--- src/rtl/pc_gen_bp_pkg.sv ---
// Shared types and defaults for the fetch-PC generator and its BTB.
package pc_gen_bp_pkg;

  localparam int          DEF_XLEN     = 64;
  localparam logic [63:0] DEF_RESET_PC = 64'h8000_0000;

  typedef enum logic [1:0] {
    SNT = 2'b00,
    WNT = 2'b01,
    WT  = 2'b10,
    ST  = 2'b11
  } ctr_e;

  function automatic ctr_e sat_inc(ctr_e c);
    return (c == ST) ? ST : ctr_e'(c + 2'd1);
  endfunction

  function automatic ctr_e sat_dec(ctr_e c);
    return (c == SNT) ? SNT : ctr_e'(c - 2'd1);
  endfunction

endpackage

--- src/rtl/pc_gen_bp_if.sv ---
// Fetch-PC handshake toward IF, carrying the prediction for the offered PC.
interface pc_gen_bp_if
  import pc_gen_bp_pkg::*;
#(
  parameter int XLEN = DEF_XLEN
);

  logic            pc_valid;
  logic            pc_ready;
  logic [XLEN-1:0] pc;
  logic            pred_taken;
  logic [XLEN-1:0] pred_target;

  modport master (
    output pc_valid,
    output pc,
    output pred_taken,
    output pred_target,
    input  pc_ready
  );

  modport slave (
    input  pc_valid,
    input  pc,
    input  pred_taken,
    input  pred_target,
    output pc_ready
  );

endinterface

--- src/rtl/pc_gen_btb.sv ---
// Direct-mapped BTB with 2-bit counters; lookup reads pre-update state.
module pc_gen_btb
  import pc_gen_bp_pkg::*;
#(
  parameter int XLEN  = DEF_XLEN,
  parameter int DEPTH = 16
) (
  input  logic            clock,
  input  logic            reset,
  input  logic [XLEN-1:0] lk_pc,
  output logic            lk_hit,
  output ctr_e            lk_ctr,
  output logic [XLEN-1:0] lk_target,
  input  logic            up_en,
  input  logic [XLEN-1:0] up_pc,
  input  logic            up_taken,
  input  logic [XLEN-1:0] up_target
);

  localparam int IDX_W = $clog2(DEPTH);
  localparam int TAG_W = XLEN - IDX_W - 2;

  logic [DEPTH-1:0] valid_q, valid_d;
  logic [TAG_W-1:0] tag_q    [DEPTH];
  logic [TAG_W-1:0] tag_d    [DEPTH];
  logic [XLEN-1:0]  target_q [DEPTH];
  logic [XLEN-1:0]  target_d [DEPTH];
  ctr_e             ctr_q    [DEPTH];
  ctr_e             ctr_d    [DEPTH];

  logic [IDX_W-1:0] lk_idx, up_idx;
  logic [TAG_W-1:0] lk_tag, up_tag;
  logic             up_hit;
  logic             unused_lo;

  assign lk_idx    = lk_pc[IDX_W+1:2];
  assign lk_tag    = lk_pc[XLEN-1:IDX_W+2];
  assign up_idx    = up_pc[IDX_W+1:2];
  assign up_tag    = up_pc[XLEN-1:IDX_W+2];
  assign unused_lo = ^{lk_pc[1:0], up_pc[1:0]};

  assign lk_hit    = valid_q[lk_idx] && (tag_q[lk_idx] == lk_tag);
  assign lk_ctr    = ctr_q[lk_idx];
  assign lk_target = target_q[lk_idx];
  assign up_hit    = valid_q[up_idx] && (tag_q[up_idx] == up_tag);

  always_comb begin
    valid_d  = valid_q;
    tag_d    = tag_q;
    target_d = target_q;
    ctr_d    = ctr_q;
    if (up_en) begin
      if (up_taken) begin
        // a miss allocates over whatever alias lived here
        valid_d[up_idx]  = 1'b1;
        tag_d[up_idx]    = up_tag;
        target_d[up_idx] = up_target;
        ctr_d[up_idx]    = up_hit ? sat_inc(ctr_q[up_idx]) : WT;
      end else if (up_hit) begin
        ctr_d[up_idx]    = sat_dec(ctr_q[up_idx]);
      end
    end
  end

  always_ff @(posedge clock) begin
    if (reset) valid_q <= '0;
    else       valid_q <= valid_d;
  end

  always_ff @(posedge clock) begin
    tag_q    <= tag_d;
    target_q <= target_d;
    ctr_q    <= ctr_d;
  end

endmodule

--- src/rtl/pc_gen_bp.sv ---
// Fetch-PC generator: redirect priority mux, PC register, BTB prediction.
module pc_gen_bp
  import pc_gen_bp_pkg::*;
#(
  parameter int              XLEN      = DEF_XLEN,
  parameter logic [XLEN-1:0] RESET_PC  = XLEN'(DEF_RESET_PC),
  parameter int              BTB_DEPTH = 16,
  parameter bit              BTB_EN    = 1'b1
) (
  input  logic            clock,
  input  logic            reset,
  pc_gen_bp_if.master     fetch,
  input  logic            trap_valid,
  input  logic [XLEN-1:0] trap_pc,
  input  logic            res_valid,
  input  logic [XLEN-1:0] res_pc,
  input  logic            res_is_br,
  input  logic            res_taken,
  input  logic [XLEN-1:0] res_target,
  input  logic            res_mispred
);

  logic [XLEN-1:0] pc_q, pc_d;
  logic            pc_valid_q, pc_valid_d;
  logic [XLEN-1:0] pc_plus4, nxt;
  logic            lk_hit;
  ctr_e            lk_ctr;
  logic [XLEN-1:0] lk_target;
  logic            pred_taken;
  logic [XLEN-1:0] pred_target;

  pc_gen_btb #(
    .XLEN  (XLEN),
    .DEPTH (BTB_DEPTH)
  ) u_btb (
    .clock     (clock),
    .reset     (reset),
    .lk_pc     (pc_q),
    .lk_hit    (lk_hit),
    .lk_ctr    (lk_ctr),
    .lk_target (lk_target),
    .up_en     (res_valid & res_is_br),
    .up_pc     (res_pc),
    .up_taken  (res_taken),
    .up_target (res_target)
  );

  assign pc_plus4    = pc_q + XLEN'(4);
  assign pred_taken  = BTB_EN && lk_hit && (lk_ctr inside {WT, ST});
  assign pred_target = pred_taken ? lk_target : pc_plus4;

  always_comb begin
    nxt = pc_q;
    if (trap_valid)                    nxt = trap_pc;
    else if (res_valid && res_mispred) nxt = res_target;
    else if (pc_valid_q && fetch.pc_ready) nxt = pred_target;
    pc_d       = nxt & ~XLEN'(1);
    pc_valid_d = 1'b1;
  end

  always_ff @(posedge clock) begin
    if (reset) begin
      pc_q       <= RESET_PC;
      pc_valid_q <= 1'b0;
    end else begin
      pc_q       <= pc_d;
      pc_valid_q <= pc_valid_d;
    end
  end

  assign fetch.pc_valid    = pc_valid_q;
  assign fetch.pc          = pc_q;
  assign fetch.pred_taken  = pred_taken;
  assign fetch.pred_target = pred_target;

endmodule

--- src/flat_wrapper.sv ---
// flat-port wrapper written by rule: the top's interface ports become plain ports
module pc_gen_bp_flat import pc_gen_bp_pkg::*;
#(
  parameter int              XLEN      = DEF_XLEN,
  parameter logic [XLEN-1:0] RESET_PC  = XLEN'(DEF_RESET_PC),
  parameter int              BTB_DEPTH = 16,
  parameter bit              BTB_EN    = 1'b1
)
  (clock, reset, trap_valid, trap_pc, res_valid, res_pc, res_is_br, res_taken, res_target, res_mispred, fetch_pc_valid, fetch_pc, fetch_pred_taken, fetch_pred_target, fetch_pc_ready);
  pc_gen_bp_if #(.XLEN(XLEN)) fetch_i ();
  input  logic clock;
  input  logic reset;
  input  logic trap_valid;
  input  logic [XLEN-1:0] trap_pc;
  input  logic res_valid;
  input  logic [XLEN-1:0] res_pc;
  input  logic res_is_br;
  input  logic res_taken;
  input  logic [XLEN-1:0] res_target;
  input  logic res_mispred;
  output wire logic [$bits(fetch_i.pc_valid)-1:0] fetch_pc_valid;
  output wire logic [$bits(fetch_i.pc)-1:0] fetch_pc;
  output wire logic [$bits(fetch_i.pred_taken)-1:0] fetch_pred_taken;
  output wire logic [$bits(fetch_i.pred_target)-1:0] fetch_pred_target;
  input wire logic [$bits(fetch_i.pc_ready)-1:0] fetch_pc_ready;
  assign fetch_pc_valid = fetch_i.pc_valid;
  assign fetch_pc = fetch_i.pc;
  assign fetch_pred_taken = fetch_i.pred_taken;
  assign fetch_pred_target = fetch_i.pred_target;
  assign fetch_i.pc_ready = fetch_pc_ready;
  pc_gen_bp #(.XLEN(XLEN), .RESET_PC(RESET_PC), .BTB_DEPTH(BTB_DEPTH), .BTB_EN(BTB_EN)) u_core (.clock(clock), .reset(reset), .fetch(fetch_i), .trap_valid(trap_valid), .trap_pc(trap_pc), .res_valid(res_valid), .res_pc(res_pc), .res_is_br(res_is_br), .res_taken(res_taken), .res_target(res_target), .res_mispred(res_mispred));
endmodule
--- config.mk ---
export PLATFORM = sky130hd
export DESIGN_NAME = pc_gen_bp_flat
export DESIGN_NICKNAME = d
export VERILOG_FILES = /design/src/rtl/pc_gen_bp_pkg.sv /design/src/rtl/pc_gen_bp_if.sv /design/src/rtl/pc_gen_btb.sv /design/src/rtl/pc_gen_bp.sv /design/src/flat_wrapper.sv
export SDC_FILE = /design/constraint.sdc
export NUM_CORES = 2
export LEC_CHECK = 0
export BUFFER_PORTS_ARGS = -buffer_cell sky130_fd_sc_hd__buf_2
export CAP_MARGIN = 20
export CORE_UTILIZATION = 40
export CTS_BUF_LIST = sky130_fd_sc_hd__clkbuf_4
export CTS_CLUSTER_DIAMETER = 100
export CTS_CLUSTER_SIZE = 14
export DETAILED_ROUTE_END_ITERATION = 16
export PLACE_DENSITY_LB_ADDON = 0.3
export SLEW_MARGIN = 20
export SYNTH_ARGS = -nofsm -noshare
export SYNTH_HDL_FRONTEND = slang
export SYNTH_SLANG_ARGS = --single-unit
export TNS_END_PERCENT = 20
--- constraint.sdc ---
create_clock -name clock -period 12.6 [get_ports clock]
set_clock_uncertainty 0.05 [all_clocks]
set_input_delay 2.52 -clock clock [delete_from_list [all_inputs] [get_ports clock]]
set_output_delay 2.52 -clock clock [all_outputs]
set_load 0.01 [all_outputs]
=== Yosys cells after proc, flatten, opt, wreduce, memory -nomap -nowiden ===
Index checks and enable logic that the tools add are counted.

* Register bits after elaboration: 2065
* Bits of input ports: 200
* Output and inout port bits: 130
* Logic and storage cells: 124

* $add $sub $neg: 3
* Order comparisons: 6
* Equal/unequal tests: 5
* Multiplexer cells: 41
* Bitwise operators: 4
* Reductions and logical operators: 13

{| class="wikitable"
|+ Operators by type and width
! kind !! count
|-
| $bwmux W1024 || 1
|-
| $bwmux W928 || 1
|-
| $bmux W58 S4 || 2
|-
| $mux W64 || 7
|-
| $mux W58 || 5
|-
| $bmux W64 S4 || 1
|-
| $demux W64 S4 || 1
|-
| $demux W58 S4 || 1
|-
| $eq A58 B58 Y1 || 2
|-
| $add A64 B3 Y64 const B || 1
|-
| $bwmux W32 || 2
|-
| $mux W32 || 2
|-
| $bmux W2 S4 || 2
|-
| $mux W2 || 8
|-
| $or A16 B16 Y16 || 1
|-
| $ge A5 B5 Y1 const B || 2
|-
| $lt A4 B5 Y1 const B || 2
|-
| $not A4 Y5 || 2
|-
| $bmux W1 S4 || 2
|-
| $demux W2 S4 || 1
|-
| $logic_and A1 B1 Y1 || 7
|-
| $eq A2 B2 Y1 const B || 3
|-
| $lt A5 B1 Y1 const B || 1
|-
| $demux W1 S4 || 1
|-
| 9 further kinds || 14
|}

=== Logic depth before layout (Yosys ltp) ===
* Depth after elaboration: 11
* Gate-level depth with buffers: 17
* Gate-level depth less buffers: 10

=== Modules after synthesis ===
A second synthesis with hierarchy kept.

* Cell total of the unflattened synthesis: 4869
* Area total of the unflattened synthesis: 91395.2 µm²

{| class="wikitable"
|+ By module, submodules not included
! module !! times used !! cells an instance !! area an instance (µm²) !! sequential area each (µm²)
|-
| pc_gen_btb || 1 || 3997 || 85497.0 || 59897.4
|-
| pc_gen_bp || 1 || 872 || 5898.2 || 1281.2
|}

=== Least setup slack after synthesis ===
No wires, ideal clock.

* Path kind: in2reg
* Start point: in res_pc[3]
* End point: reg u_core.u_btb.tag_q[100] in the netlist's numbering, enable pin
* Setup time: 0.607 ns
* Arrival time: 9.763 ns
* Data required time: 11.943 ns
* Setup slack: 2.181 ns
* Stages: 9
* Path buffers: 6
* Path through: buf_2 > buf_2 > clkbuf_1 > clkbuf_1 > buf_1 > clkbuf_1 > nor2b_1 > nand3_1 > nor2_1

{| class="wikitable"
|+ RTL lines
! what !! line !! RTL
|-
| from (decl) || flat_wrapper.sv:16 || <nowiki>input logic [XLEN-1:0] res_pc;</nowiki>
|-
| to (signal assigned) || pc_gen_btb.sv:71 || <nowiki>tag_q <= tag_d;</nowiki>
|-
| to (decl) || pc_gen_btb.sv:24 || <nowiki>logic [TAG_W-1:0] tag_q [DEPTH];</nowiki>
|}

=== Worst setup path in the final report ===
* Start point: reg u_core.pc_q[3], in the netlist u_core.fetch.pc[3]
* End point: out fetch_pred_target[52]

* Word-level cells in the longest chain between the ends: 8
* Elaborated cells between the ends (all ways): 20
* Classes of those cells: 1 x add/sub; 3 x eq/ne; 12 x mux; 1 x bitwise; 3 x reduce/logical

{| class="wikitable"
|+ RTL lines
! what !! line !! RTL
|-
| from (decl) || pc_gen_bp.sv:23 || <nowiki>logic [XLEN-1:0] pc_q, pc_d;</nowiki>
|-
| from (signal assigned) || pc_gen_bp.sv:66 || <nowiki>pc_q <= pc_d;</nowiki>
|-
| $not A4 Y5 (implied by the code) || pc_gen_btb.sv:42, pc_gen_btb.sv:43, pc_gen_btb.sv:44 ||
|-
| $bmux W58 S4 / $bmux W2 S4 (equally long branches) || pc_gen_btb.sv:42, pc_gen_btb.sv:43 ||
|-
| $mux W58 (implied by the code) / $mux W2 (equally long branches) (2 in a row) || pc_gen_btb.sv:42, pc_gen_btb.sv:43 ||
|-
| $eq A58 B58 Y1 / $eq A2 B2 Y1 (equally long branches) || pc_gen_btb.sv:42, pc_gen_bp.sv:49 ||
|-
| $logic_and A1 B1 Y1 / $reduce_bool A2 Y1 (equally long branches) || pc_gen_btb.sv:42, pc_gen_bp.sv:49 ||
|-
| $logic_and A1 B1 Y1 || pc_gen_bp.sv:49 || <nowiki>assign pred_taken = BTB_EN && lk_hit && (lk_ctr inside {WT, ST});</nowiki>
|-
| $mux W64 (*) || pc_gen_bp.sv:50 || <nowiki>assign pred_target = pred_taken ? lk_target : pc_plus4;</nowiki>
|-
| to (decl) || flat_wrapper.sv:24 || <nowiki>output wire logic [$bits(fetch_i.pred_target)-1:0] fetch_pred_target;</nowiki>
|}

Mark *: on every way between the ends. The rest lies on a longest branch, timed or not. The select of a mux whose other input is x is not followed.

==> metrics <==
Crit path top cell by count=buf_4; Unique masters post-synth=79; biggest area consumer among synthesized cells=edfxtp_1; First DRT Iteration DRCs=7230; post-synthesis area per instance=19.13 µm²; Critical Path Max Stage Delay=0.95 ns; Async S/R FF share, synth=0%; Initial Util=40.26%; Hold Violations, Final=0; largest net degree at the start of global routing=126; DP Wirelength=192000 µm; vias in the first global route=51790; Syn Nets=4989; top cells by area, synth=edfxtp_1 (65%), mux4_2 (19%), mux2i_1 (2.2%); CTS clock-pin slew for the worst setup and hold paths=0.16 ns; DR WL/cell=37.39 µm; clk buf depth=3; total track usage=26.32%; top cell type's share of synthesized area=65.05%; Post-Route WL=306700 µm; Logic pwr share=13.0%; clock network fraction of total power=24.4%; gpl congestion=0.9747; RSZ-0062 raised after global routing=false; worst-path maximum fanout=45; row count=175; nets=5281; register bit total from synthesis=2064; first-pass GRT wire length=421200 µm; critical path's slowest cell=dfxtp_4; number of vias per cell=6.480; internal power=9.057 mW; Least-Margin Pin Slew=1.204 ns; switching share of power=26.04%; Clk Latency, worst-skew pair=1.37 ns; Die ar.=230900 µm²; fin util=43.43%; final worst slack=1.799 ns; WS Path Type=reg -> out; Worst Path Arrival=8.23 ns; DR vias=53160; Final Slew Violations=0; Post-Syn Area=91590 µm²; ys flop type=edfxtp_1; data required time of the worst path=10.03 ns; Synth Warn #=0; max-cap violation count=0; Seq/Total Area, Yosys=66.80%; final setup TNS=0 ns; Root Buffer=clkbuf_4; Leak=30.39 nW; die height=480.5 µm; drt pass-1 iters=7; Max Clock Freq=92.58 MHz; Die X=480.5 µm; Hold Buf Count CTS=0; P per Cell Area=123.9 nW/µm²; Period minus WS final=10.80 ns; worst slack, placed=3.448 ns; CTS resizes=0; Setup-failing EPs final=0; Area Overhead vs Synth=7.891%; setup repair bufs after CTS=0; crit end category=output port; CTS tree=done; Clock Sinks=2064; Detail Route Antenna Nets=0; Switch Pwr=3.189 mW; total grt overflow=0; VDD IR max=92.34 µV; antenna violations before repair=78; Post-synth EDFFs=1984; core area=227500 µm²; hold crit path type=reg -> reg; I/O Buffers=325; status=complete, no violations; H-tree levels=4; Critical Path, Cell by Cell=buf_4 > mux4_2 > mux2i_1 > nor2_1 > a211oi_1 > nand3_1 > a2111oi_0 > nand4_1 > nor4_4 > buf_4 > buf_4 > mux2_2 > buf_2; Seq pwr share=62.6%; total CTS buffers=166; normalized max-slew margin=17.65%; period utilization=85.73%; layout cell share with drive strength beyond 1=31.40%; Total Power=12.25 mW; DRC viols=0; boundary pin count=330; CP Launch Type=flop; Cells after Synth=4788
==> path summary, 6_finish.rpt <==
| path | cells past startpoint | slack [ns] | to | startpoint |
|---|---|---|---|---|
| worst max-delay path | 13 | 1.80 | fetch_pred_target[52] | u_core.fetch.pc[3] |
| worst min-delay path | 2 | 0.46 | u_core.u_btb.valid_q[3] | u_core.u_btb.valid_q[3] |
| worst max register to register | 13 | 5.50 | u_core.fetch.pc[42] | u_core.fetch.pc[3] |
| worst min register to register | 2 | 0.46 | u_core.u_btb.valid_q[3] | u_core.u_btb.valid_q[3] |
==> power by group through the flow <==
stage / sequential [mW] / clock, mW / combinational (mW)
6_report: 7.66 / 2.99 / 1.60
5_1_grt: 7.67 / 3.25 / 1.66
4_1_cts: 7.66 / 3.04 / 1.58
3_5_place_dp: 7.81 / 0 / 1.58
3_3_place_gp: 7.81 / 0 / 1.57
2_1_floorplan: 7.76 / 0 / 0.950
==> Yosys cell counts, types with 26 or more instances <==
library cell / n
xnor2_1: 117
buf_2: 94
nand2b_1: 56
a21oi_1: 50
o2bb2ai_1: 26
nor2_1: 152
a221oi_1: 44
nand3_1: 69
nand2_1: 152
mux2_2: 99
mux2i_1: 198
and3_1: 55
o21ai_0: 26
o22ai_1: 29
nand4_1: 56
dfxtp_1: 80
nor3_1: 49
a22oi_1: 46
inv_1: 41
clkbuf_1: 174
mux4_2: 775
edfxtp_1: 1984
buf_4: 43
==> state kept, by name (all words and copies together), names as in the netlist <==
register and cells:
u_core.fetch.pc 63, u_core.fetch.pc_valid 1, u_core.u_btb.ctr_q 32, u_core.u_btb.tag_q 928
u_core.u_btb.target_q 1024, u_core.u_btb.valid_q 16
==> cell type report <==
class                      count  area [µm²]
fill                       19750      128700
sequential                  2064       61190
multi-input combinational   2339       28810
tap                         3009        3765
timing repair buffer         466        2917
clock buffer                 228        1712
inverter                      43       168.9
clock inverter                13       147.6
antenna                       42       105.1
==> worst max-delay path, delay by kind of cell, from the launching register on <==
family                 cells  cell delay, ns
AO/OA/AOI/OAI              2            1.04
flip-flops                 1            0.95
buffers and inverters      4            2.03
multiplexers               3            1.71
AND/OR/NAND/NOR            4            0.90
==> cell usage in the layout (no fill, tap or decap), types with 13 or more instances in the layout <==
cell	instances
xor2_1	25
nor3b_1	22
edfxtp_1	1984
o22a_1	13
o211ai_1	15
nor3_1	49
nor2b_1	15
nor2_4	18
o21a_1	25
buf_12	16
inv_1	38
clkbuf_4	228
a21oi_1	50
nor2_1	133
a32o_1	13
nand4_1	56
buf_4	127
o221ai_1	18
o2bb2ai_1	26
a22oi_1	46
dfxtp_1	76
a31oi_1	14
and3_1	55
o21ai_0	26
a31o_1	18
mux2i_1	198
mux4_2	775
nor4_1	21
xnor2_1	117
mux2_2	99
nand3_1	68
buf_2	320
diode_2	42
a221oi_1	44
nand2b_1	56
nand2_1	152
o22ai_1	29
==> metrics by stage <==
stage | cells | hold WS (ns) | instance area [µm²]
after floorplan | 4788 | 0.3992 | 91590
after detailed placement | 7921 | 0.4272 | 96840
after global placement | 7921 | 0.4155 | 96840
after CTS | 8162 | 0.4553 | 98700
after global routing | 8187 | 0.4808 | 98770
final | 8204 | 0.4568 | 98810
==> layer usage <==
metal,track usage (%),routed length (µm),vias up
met1,36.00,118500,28540
met5,0,259,-
met2,40.49,141600,3275
met3,6.184,32670,548
li1,-,-,20750
met4,10.86,13790,46
==> kinds of logic (layout without fill, tap and decap cells) <==
logic type | Yosys count | in the layout | share of synthesized area, %
AO/OA/AOI/OAI | 434 | 434 | 3.607
XOR/XNOR | 142 | 142 | 1.358
adder cells (fa/ha/maj) | 1 | 1 | 0.01366
buffers and inverters | 385 | 750 | 1.940
flip-flops | 2064 | 2064 | 66.80
multiplexers | 1073 | 1073 | 22.45
other | 1 | 43 | 0.004094
AND/OR/NAND/NOR | 688 | 688 | 3.828
(Power assumes the default switching activity.)
